<file path="src/rtl/backprop_pkg.sv">
// Purpose: shared constants and stack-entry type for the backprop gradient stack.
// Latency: n/a (types and constants only).
// Backpressure: n/a.
package backprop_pkg;

  // Q8.8 fixed point: number of fraction bits removed after a full product
  localparam int FRAC_BITS = 8;

  // Default vector geometry; the entry value field is sized from these, so a
  // non-default size/data_size on the top also needs these updated.
  localparam int DEF_DATA_SIZE = 16;
  localparam int DEF_SIZE      = 3;
  localparam int ENTRY_VALUE_W = DEF_SIZE * DEF_DATA_SIZE;

  typedef struct packed {
    logic [31:0]              layer;
    logic [31:0]              row;
    logic [ENTRY_VALUE_W-1:0] value;
  } stack_entry_t;

endpackage

</file>
<file path="src/rtl/backprop_stack_fx_mul.sv">
// Purpose: one signed Q8.8 multiply; BACKPROP_SATURATE_EN selects saturation, else wrap.
// Latency: combinational.
// Backpressure: none.
module fx_mul
  import backprop_pkg::*;
#(
  parameter int data_size = DEF_DATA_SIZE
) (
  input  logic signed [data_size-1:0] a,
  input  logic signed [data_size-1:0] b,
  output logic signed [data_size-1:0] y
);

  localparam int PW = 2 * data_size;

`ifdef BACKPROP_SATURATE_EN
  localparam logic signed [PW-1:0] SAT_MAX = {{(data_size+1){1'b0}}, {(data_size-1){1'b1}}};
  localparam logic signed [PW-1:0] SAT_MIN = {{(data_size+1){1'b1}}, {(data_size-1){1'b0}}};
`endif

  logic signed [PW-1:0] prod;
  logic signed [PW-1:0] shifted;

  // Full-precision product, rescaled, then clamped or truncated to one element
  always_comb begin
    prod    = PW'(a) * PW'(b);
    shifted = prod >>> FRAC_BITS;
`ifdef BACKPROP_SATURATE_EN
    if (shifted > SAT_MAX) begin
      y = SAT_MAX[data_size-1:0];
    end else if (shifted < SAT_MIN) begin
      y = SAT_MIN[data_size-1:0];
    end else begin
      y = data_size'(shifted);
    end
`else
    y = data_size'(shifted);
`endif
  end

endmodule

</file>
<file path="src/rtl/backprop_stack.sv">
// Purpose: LIFO of per-row weight gradients (delta[row] * input activation); macro BACKPROP_SATURATE_EN.
// Latency: push/delta load take effect on the next edge; popped entry appears one cycle after the request.
// Backpressure: none; pushes to a full stack and pops of an empty stack are dropped.
module backprop_stack
  import backprop_pkg::*;
#(
  parameter int max_layer_size = 4,
  parameter int data_size      = DEF_DATA_SIZE,
  parameter int size           = DEF_SIZE
) (
  input  logic                      clk,
  input  logic                      rst_n,
  input  logic [size*data_size-1:0] diff_act,
  input  logic [size*data_size-1:0] diff_dense,
  input  logic [size*data_size-1:0] diff_start,
  input  logic [size*data_size-1:0] diff_cost,
  input  logic [31:0]               current_input_layer,
  input  logic [31:0]               current_input_row,
  input  logic                      is_last_layer,
  input  logic                      start_new_layer,
  input  logic                      read_update_data,
  input  logic                      active_train,
  output logic [31:0]               update_weight_layer,
  output logic [31:0]               update_weight_row,
  output logic [size*data_size-1:0] update_weight_value,
  output logic                      is_update_weight
);

  localparam int DEPTH = max_layer_size * size;
  localparam int AW    = (DEPTH > 1) ? $clog2(DEPTH) : 1;
  localparam int CW    = $clog2(DEPTH + 1);
  localparam int RW    = (size > 1) ? $clog2(size) : 1;
  localparam int VW    = size * data_size;

  stack_entry_t                mem [DEPTH];
  stack_entry_t                top_entry;
  logic [CW-1:0]               count;
  logic signed [data_size-1:0] delta      [size];
  logic signed [data_size-1:0] delta_next [size];
  logic signed [data_size-1:0] grad       [size];
  logic [VW-1:0]               grad_vec;
  logic signed [data_size-1:0] row_delta;
  logic [RW-1:0]               row_idx;
  logic                        row_ok;
  logic                        do_pop;
  logic                        do_load;
  logic                        do_push;

  // Element multipliers: delta load (cost or dense times act) and gradient row
  for (genvar i = 0; i < size; i++) begin : g_elem
    fx_mul #(.data_size(data_size)) u_delta_mul (
      .a (is_last_layer ? diff_cost[(size-i)*data_size-1 -: data_size]
                        : diff_dense[(size-i)*data_size-1 -: data_size]),
      .b (diff_act[(size-i)*data_size-1 -: data_size]),
      .y (delta_next[i])
    );
    fx_mul #(.data_size(data_size)) u_grad_mul (
      .a (row_delta),
      .b (diff_start[(size-i)*data_size-1 -: data_size]),
      .y (grad[i])
    );
    assign grad_vec[(size-i)*data_size-1 -: data_size] = grad[i];
  end

  // Request decode: a pop request blocks loads and pushes; load and push are exclusive
  always_comb begin
    row_ok    = current_input_row < 32'(size);
    row_idx   = RW'(current_input_row);
    row_delta = row_ok ? delta[row_idx] : '0;
    do_pop    = read_update_data && (count != '0);
    do_load   = !read_update_data && active_train && start_new_layer;
    do_push   = !read_update_data && active_train && !start_new_layer &&
                row_ok && (count < CW'(DEPTH));
    top_entry = mem[AW'(count - 1'b1)];
  end

  // Entry storage; validity is tracked by count, so no reset is needed here
  always_ff @(posedge clk) begin
    if (do_push) begin
      mem[AW'(count)] <= '{layer: current_input_layer,
                           row:   current_input_row,
                           value: grad_vec};
    end
  end

  // Stack pointer, delta register and registered pop outputs
  always_ff @(posedge clk or negedge rst_n) begin
    if (!rst_n) begin
      count               <= '0;
      update_weight_layer <= '0;
      update_weight_row   <= '0;
      update_weight_value <= '0;
      is_update_weight    <= 1'b0;
      for (int i = 0; i < size; i++) begin
        delta[i] <= '0;
      end
    end else begin
      is_update_weight <= do_pop;
      if (do_pop) begin
        count               <= count - 1'b1;
        update_weight_layer <= top_entry.layer;
        update_weight_row   <= top_entry.row;
        update_weight_value <= top_entry.value;
      end else if (do_push) begin
        count <= count + 1'b1;
      end
      if (do_load) begin
        for (int i = 0; i < size; i++) begin
          delta[i] <= delta_next[i];
        end
      end
    end
  end

endmodule

</file>
<file path="config.mk">
export PLATFORM = sky130hd
export DESIGN_NAME = backprop_stack
export DESIGN_NICKNAME = d
export VERILOG_FILES = /design/src/rtl/backprop_pkg.sv /design/src/rtl/backprop_stack_fx_mul.sv /design/src/rtl/backprop_stack.sv
export SDC_FILE = /design/constraint.sdc
export NUM_CORES = 2
export LEC_CHECK = 0
export CAP_MARGIN = 25
export CORE_UTILIZATION = 50
export CTS_BUF_LIST = sky130_fd_sc_hd__clkbuf_16
export DETAILED_ROUTE_END_ITERATION = 16
export DONT_BUFFER_PORTS = 1
export PLACE_DENSITY = 0.71
export SETUP_SLACK_MARGIN = 0.1
export SYNTH_ARGS = -nofsm -noshare
export SYNTH_HDL_FRONTEND = slang
export SYNTH_SLANG_ARGS = --single-unit
</file>
<file path="constraint.sdc">
create_clock -name clk -period 7.8 [get_ports clk]
set_input_delay 0.78 -clock clk [delete_from_list [all_inputs] [get_ports clk]]
set_output_delay 0.78 -clock clk [all_outputs]
set_load 0.03 [all_outputs]
</file>
# Yosys cells after proc, flatten, opt, wreduce, memory -nomap -nowiden
# Memory sizes are Yosys's and may differ from the RTL's. A register that Yosys moved wholly into a read port is not among the register bits.
# Index checks and enable logic that the tools add are counted.
[totals]
memories = 1
wordCells = 40
out_inout_bits = 113
mem_bits_ro = 0
ram_bits = 1344
in_bits = 262
latchBits = 0
ff_bits = 53
[mem_list]
columns = ["name", "words", "width", "rd", "rd_clocked_by_memory_dff", "write_ports", "line", "source"]
rows = [
  ["mem", 12, 112, 1, 1, 1, "backprop_stack.sv:35", "stack_entry_t mem [DEPTH];"],
]
[op_classes]
n_bitwise = 1
add_sub_neg = 2
n_shift = 0
order_cmp = 3
multipliers = 6
n_reduce_logical = 11
eq_ne = 0
div_mod_pow = 0
n_mux = 11
[ops]
columns = ["op", "n"]
rows = [
  ["multiplier 16 x 16 -> 24 bit", 6],
  ["two-way mux 16 bit", 6],
  ["binary-select mux 16 bit (select 2 bit)", 1],
  ["less-than comparator 32 x 2 -> 1 bit (second input constant)", 1],
  ["two-way mux 4 bit", 2],
  ["logical AND 1 bit", 6],
  ["adder 4 x 1 -> 4 bit (second input constant)", 1],
  ["less-than comparator 4 bit (second input constant)", 1],
  ["nonzero test 4 bit", 1],
  ["subtractor 4 x 1 -> 4 bit (second input constant)", 1],
  ["greater-or-equal comparator 3 bit (second input constant)", 1],
  ["zero test 1 bit", 3],
  ["inverter 2 -> 3 bit", 1],
  ["two-way mux 1 bit", 2],
  ["nonzero test 2 bit", 1],
]

# Longest topological paths before layout
[depth]
word_depth = 7
depth_mapped = 33
ltp_nobuf = 28

# Hierarchy
# From an unflattened synthesis, not the netlist that was laid out.
[unflattened]
hier_cells = 7988
hier_area_um2 = 102225.5
[by_module_without_submodules]
columns = ["mod", "cells_per_inst", "area_per_inst_um2", "instances", "seq_area_each_um2"]
rows = [
  ["backprop_stack", 2913, 57756.6, 1, 44487.7],
  ["fx_mul at g_elem[0].u_delta_mul ...", 844, 7387.1, 4, 0.0],
  ["fx_mul at g_elem[2].u_delta_mul", 855, 7489.7, 1, 0.0],
  ["fx_mul at g_elem[2].u_grad_mul", 844, 7430.9, 1, 0.0],
]

# Worst setup path before layout
# Ideal clock, no wire load.
[synth_path]
kind = "input -> register"
startpoint = "in current_input_row[1]"
endpoint = "mem mem[10][0] (netlist name), enable pin"
slack_ps = -341
t_arrival_ps = 7556
path_buffers = 3
setup_ps = 585
path_stages = 9
required_time_ps = 7215
path_cell_list = "buf_6 > a211oi_2 > nand4_1 > or2_1 > clkbuf_1 > a2111oi_0 > clkbuf_1 > nand3b_1 > nor2_1"
[synth_between]
elab_chain_cells = 5
[synth_rtl]
columns = ["item", "line", "source"]
rows = [
  ["start, declared", "backprop_stack.sv:18", "input logic [31:0] current_input_row,"],
  ["less-than comparator 32 x 2 -> 1 bit", "backprop_stack.sv:67", "row_ok = current_input_row < 32'(size);"],
  ["logical AND 1 bit", "backprop_stack.sv:72", "do_push = !read_update_data && active_train && !start_new_layer &&"],
  ["logical AND 1 bit", "backprop_stack.sv:73", "row_ok && (count < CW'(DEPTH));"],
  ["two-way mux 1 bit", "backprop_stack.sv:79", "if (do_push) begin"],
  ["two-way mux 1 bit (implied by the code)", "backprop_stack.sv:80", "mem[AW'(count)] <= '{layer: current_input_layer,"],
  ["end, declared", "backprop_stack.sv:35", ""],
]
# No other way between the ends.

# Final worst setup path
[layout_path]
startpoint = "in current_input_row[15]"
endpoint = "mem mem[6][24] (netlist name), data pin"
[layout_between]
elab_chain_cells = 3
[layout_rtl]
columns = ["item", "line", "source"]
rows = [
  ["less-than comparator 32 x 2 -> 1 bit", "backprop_stack.sv:67", ""],
  ["two-way mux 16 bit", "backprop_stack.sv:69", "row_delta = row_ok ? delta[row_idx] : '0;"],
  ["multiplier 16 x 16 -> 24 bit", "backprop_stack_fx_mul.sv:26", "prod = PW'(a) * PW'(b);"],
  ["named net g_elem[1].u_grad_mul.prod[16]", "backprop_stack_fx_mul.sv:21", "logic signed [PW-1:0] prod;"],
]
# The timed path passes the listed nets, and every way through them passes these cells.

==> results.sh <==
export IMPL_cap_violations=0
export IMPL_cp_required_ns=8.24
export IMPL_drt_iter0_markers=4485
export IMPL_die_area_um2=204000
export IMPL_via_per_inst=5.52
export IMPL_final_antenna_net_count=0
export IMPL_grt_pass1_wl_um=374000
export IMPL_die_x_um=452
export IMPL_vias=59119
export IMPL_dpl_worst_slack_ns=-0.396
export IMPL_cp_end_kind="flop"
export IMPL_min_period_ns=7.38
export IMPL_clkSlewWorstSetupHoldPaths_ns=0.06
export IMPL_ys_types=65
export IMPL_synth_area_um2=101000
export IMPL_nets=9733
export IMPL_clockRootBuffer="clkbuf_16"
export IMPL_antenna_found_initial=8
export IMPL_r2r_cells=23
export IMPL_die_height_um=452
export IMPL_relSlewSlack_pct=27.7
export IMPL_cts_setup_buffers=0
export IMPL_clockBufferDepth=3
export IMPL_overflow=0
export IMPL_crit_type="input pin to flop"
export IMPL_rsz0062_at_grt="false"
export IMPL_fmax_mhz=136
export IMPL_layout_drive_gt1_share_pct=12.4
export IMPL_portBuffers=0
export IMPL_initial_core_util_pct=50.5
export IMPL_tightest_slew_ns=1.08
export IMPL_synth_edf_count=1344
export IMPL_syn_mean_instance_area_um2=13.0
export IMPL_routed_wl_um=240000
export IMPL_maxSlewViolCount=0
export IMPL_final_util_pct=55.5
export IMPL_first_pass_iters=6
export IMPL_cts_buffers=146
export IMPL_cts_max_level=4
export IMPL_grt_start_max_net_pins=166
export IMPL_syn_inst=7817
export IMPL_yosysSeqAreaShare_pct=43.9
export IMPL_synth_fp_nets=9619
export IMPL_synth_seq_cells=1509
export IMPL_holdWs_ns=0.0532
export IMPL_pin_count=375
export IMPL_grtUsageTotal_pct=24.0
export IMPL_design_power_total_w=0.0383
export IMPL_setup_tns_ns=0
export IMPL_peakVddDrop_mv=0.599
export IMPL_core_area_um2=200000
export IMPL_arrival_ns=7.81
export IMPL_timing_final_crit_share_pct=94.6
export IMPL_power_leakage_nw=45.8
export IMPL_first_global_vias=63903
export IMPL_synthArstFlopShare_pct=10.9
export IMPL_clk_insertion_delay_late_ns=0.81
export IMPL_yosys_warnings=0
export IMPL_synth_ff_type="edfxtp_1"
export IMPL_place_congestion=0.919
export IMPL_power_density_nw_per_um2=344
export IMPL_hpwlAfterDp_um=165000
export IMPL_run_status="completed"
export IMPL_crit_fanout=13
export IMPL_finalHoldViolCount=0
export IMPL_cp_start_kind="input pin"
export IMPL_cts_tree="yes"
export IMPL_syn_to_final_growth_pct=9.96
export IMPL_core_rowCount=164
export IMPL_cts_sinks=1509
export IMPL_wl_per_cell_um=22.4
export IMPL_fin_skew_ns=0.0691
export IMPL_hold_class="input pin to asynchronous set/reset pin"
export IMPL_fin_ws_ns=0.422
export IMPL_drcViolationCount=0
export IMPL_final_setup_viol_count=0
## per-stage QoR
stage,cell area (um^2),std cells
final,111000,10717
after global routing,111000,10712
after CTS,111000,10708
after detailed placement,106000,10436
after global placement,106000,10436
after floorplan,101000,7817
## critical path, stage by stage
cell     delay, ns
nor4_1        0.29
buf_4         0.17
nand4_1       0.08
buf_4         0.18
or2_2         0.33
buf_12        0.17
buf_4         0.20
nor2_4        0.23
and2_1        0.18
fa_1          0.40
inv_1         0.08
fa_1          0.44
fa_1          0.42
fa_1          0.49
inv_1         0.06
fa_1          0.54
inv_1         0.05
fa_1          0.48
inv_1         0.04
ha_1          0.31
nand3_1       0.11
or4b_4        0.51
a21oi_4       0.20
o21a_1        0.17
nor2_1        0.06
xnor2_1       0.76
## per-layer routing
layer  vias to the layer above  track usage (%)  wire (um)
met2                      1998             41.3     122000
met3                       348             3.68      15200
met4                         2             7.88       7740
met5                         -                0         13
li1                      25788                -          -
met1                     30983             31.2      95300
## where the power goes
part | internal [W] | switching, W
clock network | 0.00389 | 0.00309
registers | 0.00923 | 0.00101
logic | 0.00914 | 0.0120
## kinds of logic after synthesis
| family | share of synthesized area [%] |
|---|---|
| multiplexers | 9.31 |
| AND/OR/NAND/NOR | 8.48 |
| AO/OA/AOI/OAI | 2.60 |
| buffers and inverters | 6.45 |
| XOR/XNOR | 1.93 |
| adder cells (fa/ha/maj) | 27.3 |
| flip-flops | 43.9 |
## what timing repair did
| action | in CTS | in global routing |
|---|---|---|
| endpoints found under the setup margin | 0 | 107 |
| resized for setup | 0 | 9 |
| hold buffers | 1 | 0 |
| hold endpoints to repair | 165 | 0 |
## state kept, by name, summed over array words and instances, names as in the netlist
register             cells
is_update_weight         1
update_weight_layer     32
update_weight_row       32
mem                   1344
delta                   48
update_weight_value     48
count                    4
## layout by cell type (no fill, tap or decap), types with 8 or more instances in the layout
cell	synthesis	final
inv_1	1365	1399
edfxtp_1	1344	1344
fa_1	1116	1116
nand2_1	1028	1027
and2_1	536	536
ha_1	424	423
mux4_2	336	336
buf_4	2	301
o21ai_0	262	262
dfrtp_1	165	164
xnor2_1	167	159
clkbuf_16	0	147
mux2i_1	135	134
nor2_1	108	89
a21oi_1	67	65
mux2_2	45	45
xor2_1	51	45
nor2b_1	42	41
buf_12	0	34
o21ai_1	33	33
clkinv_1	0	32
a21o_1	31	31
clkinv_2	0	24
nor3_1	23	23
o21a_1	19	19
or2_2	15	16
nand2b_1	14	14
nor2_4	0	13
nand3_1	14	13
bufinv_16	0	12
nor4_1	10	10
nand4_1	8	8
xnor2_2	0	8
or3_1	8	8
and3_4	0	8
## cell type report
| class | count | area (um^2) |
|---|---|---|
| antenna | 7 | 17.5 |
| clock buffer | 147 | 3680 |
| clock inverter | 124 | 1120 |
| fill | 16012 | 89100 |
| inverter | 1365 | 5120 |
| multi-input combinational | 4572 | 50600 |
| sequential | 1509 | 44500 |
| tap | 2656 | 3320 |
| timing repair buffer | 337 | 3000 |
## path summary, 6_finish.rpt
check / startpoint / endpoint / slack [ns]
worst max-delay path: current_input_row[15] / mem[6][24]$_DFFE_PP_ / 0.42
worst min-delay path: rst_n / update_weight_layer[27]$_DFFE_PN0P_ / 0.05
worst max register to register: delta[35]$_DFFE_PN0P_ / mem[6][24]$_DFFE_PP_ / 0.65
worst min register to register: delta[8]$_DFFE_PN0P_ / delta[8]$_DFFE_PN0P_ / 0.48
max in group asynchronous: rst_n / delta[12]$_DFFE_PN0P_ / 6.85
min in group clk: current_input_layer[27] / mem[1][107]$_DFFE_PP_ / 0.07
## Yosys cell counts (all sizes together) (8+ instances only)
cell	instances	area share, %
nand2b	14	0.086
or3	8	0.049
or2	20	0.12
fa	1116	22
nor3	23	0.11
o21ai	295	1.5
xor2	51	0.44
mux4	336	7.5
nor2b	42	0.26
and2	536	3.3
mux2i	135	1.3
nand2	1028	3.8
buf	55	0.22
a21o	31	0.23
inv	1365	5.1
nor4	10	0.062
a21oi	68	0.35
edfxtp	1344	40
mux2	45	0.50
clkbuf	316	1.2
a211oi	8	0.064
dfrtp	165	4.1
and3	14	0.086
xnor2	167	1.4
o21a	19	0.14
nand3	14	0.069
ha	424	5.2
nor2	108	0.40
nand4	8	0.049
Note: power is estimated with default switching activity, not from simulation.
